<file path="src/rtl/gen_timer_pkg.sv">
// Shared state encoding and mode constants for the multi-channel timer.
package gen_timer_pkg;

  typedef enum logic [1:0] {
    IDLE  = 2'd0,
    COUNT = 2'd1,
    DONE  = 2'd2
  } state_e;

  localparam logic MODE_ONESHOT  = 1'b0;
  localparam logic MODE_PERIODIC = 1'b1;

endpackage

</file>
<file path="src/rtl/gen_timer_ch.sv">
// One timer channel: one-shot level flag or periodic pulse after tv_r+1 cycles.
// All outputs are flops; no input-to-output combinational path, no backpressure.
module gen_timer_ch #(
  parameter int CW = 16
) (
  input  logic          clk,
  input  logic          rst,
  input  logic          en,
  input  logic          mode,
  input  logic [CW-1:0] trig_val,
  output logic          f,
  output logic          busy,
  output logic [CW-1:0] cnt
);
  import gen_timer_pkg::*;

  state_e        state_q, state_d;
  logic [CW-1:0] cnt_q, cnt_d;
  logic [CW-1:0] tv_q, tv_d;
  logic          md_q, md_d;
  logic          f_q, f_d;
  logic          busy_q, busy_d;

  always_comb begin
    state_d = state_q;
    cnt_d   = cnt_q;
    tv_d    = tv_q;
    md_d    = md_q;
    f_d     = 1'b0;
    if (!en) begin
      state_d = IDLE;
      cnt_d   = '0;
    end else begin
      case (state_q)
        IDLE: begin
          tv_d    = trig_val;
          md_d    = mode;
          cnt_d   = '0;
          state_d = COUNT;
        end
        COUNT: begin
          // cnt stops at tv_q, so an all-ones trigger never wraps the counter
          if (cnt_q != tv_q) begin
            cnt_d = cnt_q + 1'b1;
          end else if (md_q == MODE_ONESHOT) begin
            f_d     = 1'b1;
            state_d = DONE;
          end else begin
            f_d   = 1'b1;
            cnt_d = '0;
            tv_d  = trig_val;
          end
        end
        DONE: begin
          f_d = 1'b1;
        end
        default: begin
          state_d = IDLE;
          cnt_d   = '0;
        end
      endcase
    end
    busy_d = (state_d == COUNT);
  end

  always_ff @(posedge clk or posedge rst) begin
    if (rst) begin
      state_q <= IDLE;
      cnt_q   <= '0;
      tv_q    <= '0;
      md_q    <= MODE_ONESHOT;
      f_q     <= 1'b0;
      busy_q  <= 1'b0;
    end else begin
      state_q <= state_d;
      cnt_q   <= cnt_d;
      tv_q    <= tv_d;
      md_q    <= md_d;
      f_q     <= f_d;
      busy_q  <= busy_d;
    end
  end

  assign f    = f_q;
  assign busy = busy_q;
  assign cnt  = cnt_q;

endmodule

</file>
<file path="src/rtl/gen_timer_multi.sv">
// NCH independent timer channels sharing one clock and reset.
// Outputs registered inside each channel; inputs are sampled every cycle, no backpressure.
module gen_timer_multi #(
  parameter int NCH = 4,
  parameter int CW  = 16
) (
  input  logic              clk,
  input  logic              rst,
  input  logic [NCH-1:0]    en,
  input  logic [NCH-1:0]    mode,
  input  logic [NCH*CW-1:0] trig_val,
  output logic [NCH-1:0]    f,
  output logic [NCH-1:0]    busy,
  output logic [NCH*CW-1:0] cnt
);
  import gen_timer_pkg::*;

  for (genvar g = 0; g < NCH; g++) begin : g_ch
    gen_timer_ch #(
      .CW(CW)
    ) u_ch (
      .clk      (clk),
      .rst      (rst),
      .en       (en[g]),
      .mode     (mode[g]),
      .trig_val (trig_val[g*CW +: CW]),
      .f        (f[g]),
      .busy     (busy[g]),
      .cnt      (cnt[g*CW +: CW])
    );
  end

endmodule

</file>
<file path="config.mk">
export PLATFORM = sky130hd
export DESIGN_NAME = gen_timer_multi
export DESIGN_NICKNAME = d
export VERILOG_FILES = /design/src/rtl/gen_timer_pkg.sv /design/src/rtl/gen_timer_ch.sv /design/src/rtl/gen_timer_multi.sv
export SDC_FILE = /design/constraint.sdc
export NUM_CORES = 1
export LEC_CHECK = 0
export BUFFER_PORTS_ARGS = -buffer_cell sky130_fd_sc_hd__buf_2
export CORE_ASPECT_RATIO = 1.4
export CORE_MARGIN = 2
export CORE_UTILIZATION = 55
export CTS_CLUSTER_DIAMETER = 80
export DETAILED_ROUTE_END_ITERATION = 12
export PLACE_DENSITY_LB_ADDON = 0.25
export SYNTH_ARGS = -nofsm -noshare
export SYNTH_HDL_FRONTEND = slang
export SYNTH_SLANG_ARGS = --single-unit
</file>
<file path="constraint.sdc">
create_clock -name clk -period 14.36 [get_ports clk]
set_clock_uncertainty 0.15 [all_clocks]
set_input_delay 2.872 -clock clk [delete_from_list [all_inputs] [get_ports clk]]
set_output_delay 2.872 -clock clk [all_outputs]
set_load 0.01 [all_outputs]
</file>
==> flow_summary_export.csv <==
group,metric,value,unit
sta,setup_tns,0,ns
detailed_routing,drt-pass1-iter-count,6,
global_route,grt_first_pass_wirelength,30000,um
power_and_ir_drop,finalPower,1190,uW
cts,cts-buffers-inserted,17,
sta,fin_hold_ws,0.364,ns
floorplan,start_util,55.6,%
synth,synth_cell_types,57,
run_status,outcome,"finished, final reports clean",
critical_path,startpoint_type,"input port",
sta,slew_headroom,15.5,%
floorplan,die_y,146,um
synth,syn_nets,835,
floorplan,die_area,15500,um^2
final_layout,drive_gt1_share,28.0,%
cts,hold_buffers,0,
sta,timing.final.hold_violations,0,
global_route,use_met3,5.49,%
power_and_ir_drop,p_int,893,uW
flow_run,maxCapViolCount,0,
power_and_ir_drop,switching_share,25.3,%
sta,final.period_utilization,29.8,%
synth,synth-seq-cells,148,
global_route,grt_pass1_vias,6281,
floorplan,io_pins,146,
power_and_ir_drop,p_switching,302,uW
final_layout,finalInstanceArea,9360,um^2
global_route,gr-usage-met1,27.9,%
cts,cts.sinks,148,
place,hpwl,13100,um
hold_path,hold_path_class,"flip-flop to flip-flop",
sta,drv_slew,0,
synth,syn_area,7960,um^2
place,io_buffers,145,
power_and_ir_drop,power_frac_clock,39.6,%
final_layout,nets,966,
cts,clkLatencyLatePin,0.42,ns
power_and_ir_drop,peakVddDrop,0.0653,mV
critical_path,cp-end-kind,"flip-flop",
global_route,grt_usage,24.3,%
critical_path,slowest_delay,0.51,ns
critical_path,path_cells,"buf_2 -> nand2_1 -> nand4_1 -> o21bai_1 -> or4_1 -> a21oi_1",
cts,clk_pin_slew,0.06,ns
place,place.gp.congestion,0.893,
detailed_routing,drt-total-wl,18200,um
cts,ctsHtreeMaxLevel,4,
critical_path,critPathRequiredTime,14.54,ns
detailed_routing,wl_per_cell,16.9,um
power_and_ir_drop,p_seq_share,44.2,%
detailed_routing,drt_iter0_drc,291,
critical_path,crit_slowest_cell,"or4_1",
detailed_routing,vias_per_cell,5.66,
place,placedInstanceArea,8730,um^2
detailed_routing,drt_drc_violations_left,0,
global_route,use_met2,42.9,%
detailed_routing,vias,6085,
global_route,grt_max_degree,77,
detailed_routing,ant_nets,0,
synth,avgSynthCellArea,10.7,um^2
synth,syn_inst,741,
final_layout,area_growth,17.7,%
synth,synth_edf_count,0,
sta,max_clock_freq,234,MHz
sta,rsz0062_at_grt,"no",
cts,cts_setup_buffers,0,
global_route,grt_antenna_before_repair,4,
critical_path,critPathBufInv,1,
final_layout,final_cell_mix,"148 x dfrtp_1, 145 x buf_2, 99 x xor2_1",
cts,cts_tree,"done",
critical_path,crit_fanout,12,
synth,yosys_warnings,0,
sta,tightestPinTransition,1.27,ns
cts,cts_root_buf,"clkbuf_16",
global_route,grt.overflow.total,0,
critical_path,path_class,"input port to flip-flop",
floorplan,coreArea,14300,um^2
global_route,busiest_layer,"met2",
sta,period_minus_slack,4.27,ns
critical_path,arrival,4.46,ns
floorplan,rows,52,
cts,clk_path_buf_depth,2,
sta,setup_violations,0,
cts,ctsResizeCount,0,
synth,synth_seq_area_share,46.5,%
final_layout,mostFrequentLayoutCell,"dfrtp_1",
synth,synth-main-ff-cell,"dfrtp_1",
floorplan,fp.dieW,106,um
power_and_ir_drop,p_comb_share,16.2,%
critical_path,path_delay_family,"simple AND/OR/NAND/NOR gates",
power_and_ir_drop,cellPowerDensity,128,nW/um^2
final_layout,final_core_util,65.4,%
power_and_ir_drop,leakage,0.00449,uW
synth,synthArstFlopShare,100,%
## cell type report
| type | instances | area (um^2) |
|---|---|---|
| Tap cell | 189 | 236 |
| Inverter | 23 | 91.3 |
| Timing Repair Buffer | 146 | 733 |
| Fill cell | 1113 | 4950 |
| Clock buffer | 18 | 439 |
| Sequential cell | 148 | 3700 |
| Clock inverter | 11 | 185 |
| Multi-Input combinational cell | 536 | 3960 |
| Antenna cell | 4 | 10.0 |
## cell usage after synthesis, drive strengths merged, types with 17 or more instances
master | instances | share of area [%]
dfrtp | 148 | 47
inv | 23 | 1.1
o21ai | 49 | 3.2
buf | 23 | 2.0
ha | 20 | 3.1
a21oi | 17 | 1.1
nand2 | 49 | 2.4
nor2 | 57 | 2.7
xor2 | 99 | 11
nor4 | 20 | 1.7
mux2 | 71 | 11
o211ai | 17 | 1.6
## power groups by stage
| stage | combinational [uW] | clock (uW) | sequential [uW] |
|---|---|---|---|
| after floorplan | 156 | 0 | 522 |
| after global placement | 187 | 0 | 530 |
| after detailed placement | 195 | 0 | 534 |
| after CTS | 196 | 479 | 528 |
| after global routing | 213 | 501 | 536 |
| final | 194 | 473 | 528 |
## per-stage QoR
stage,instances,setup WS (ns)
finish,1075,10.09
global route,1075,9.92
CTS,1071,10.15
detailed placement,1042,9.69
global placement,1042,9.81
floorplan,741,7.36
## metal layers
metal,up-vias,share of wire (%)
met5,-,0
met4,0,3.5
met3,46,4.7
met2,188,54
met1,2980,38
li1,2871,-
## final timing paths
check                           slack (ns)                  start  cells after the start                    end
worst min register to register        0.36  g_ch[2].u_ch.tv_q[14]                      1  g_ch[2].u_ch.tv_q[14]
worst max register to register       10.72   g_ch[0].u_ch.cnt[11]                      6   g_ch[0].u_ch.cnt[12]
min in group asynchronous             2.41                    rst                      2      g_ch[1].u_ch.busy
worst min-delay path                  0.36  g_ch[2].u_ch.tv_q[14]                      1  g_ch[2].u_ch.tv_q[14]
max in group asynchronous            10.31                    rst                      3   g_ch[0].u_ch.tv_q[3]
worst max-delay path                 10.09                  en[1]                      6   g_ch[1].u_ch.cnt[14]
## worst reg2reg max path, stage by stage (launching register included)
cell	delay [ns]
dfrtp_1	0.43
xor2_1	0.16
nor4_1	0.41
nand4_1	0.72
o221ai_1	1.28
nor2_1	0.07
mux2_2	0.30
## cell families after synthesis
group           Yosys count  synth area share, %
buf+inv                  57                 3.65
fa+ha+maj                20                 3.14
compound gates          114                 9.17
mux                      74                 11.4
simple gates            228                 15.1
flops                   148                 46.5
xor+xnor                100                 11.0
## state kept, by name, summed over array words and instances, names as in the netlist
signal and flops:
g_ch.u_ch.state_q 8, g_ch.u_ch.f 4, g_ch.u_ch.cnt 64, g_ch.u_ch.md_q 4, g_ch.u_ch.tv_q 64, g_ch.u_ch.busy 4
Power figures use the tool's default switching activity.
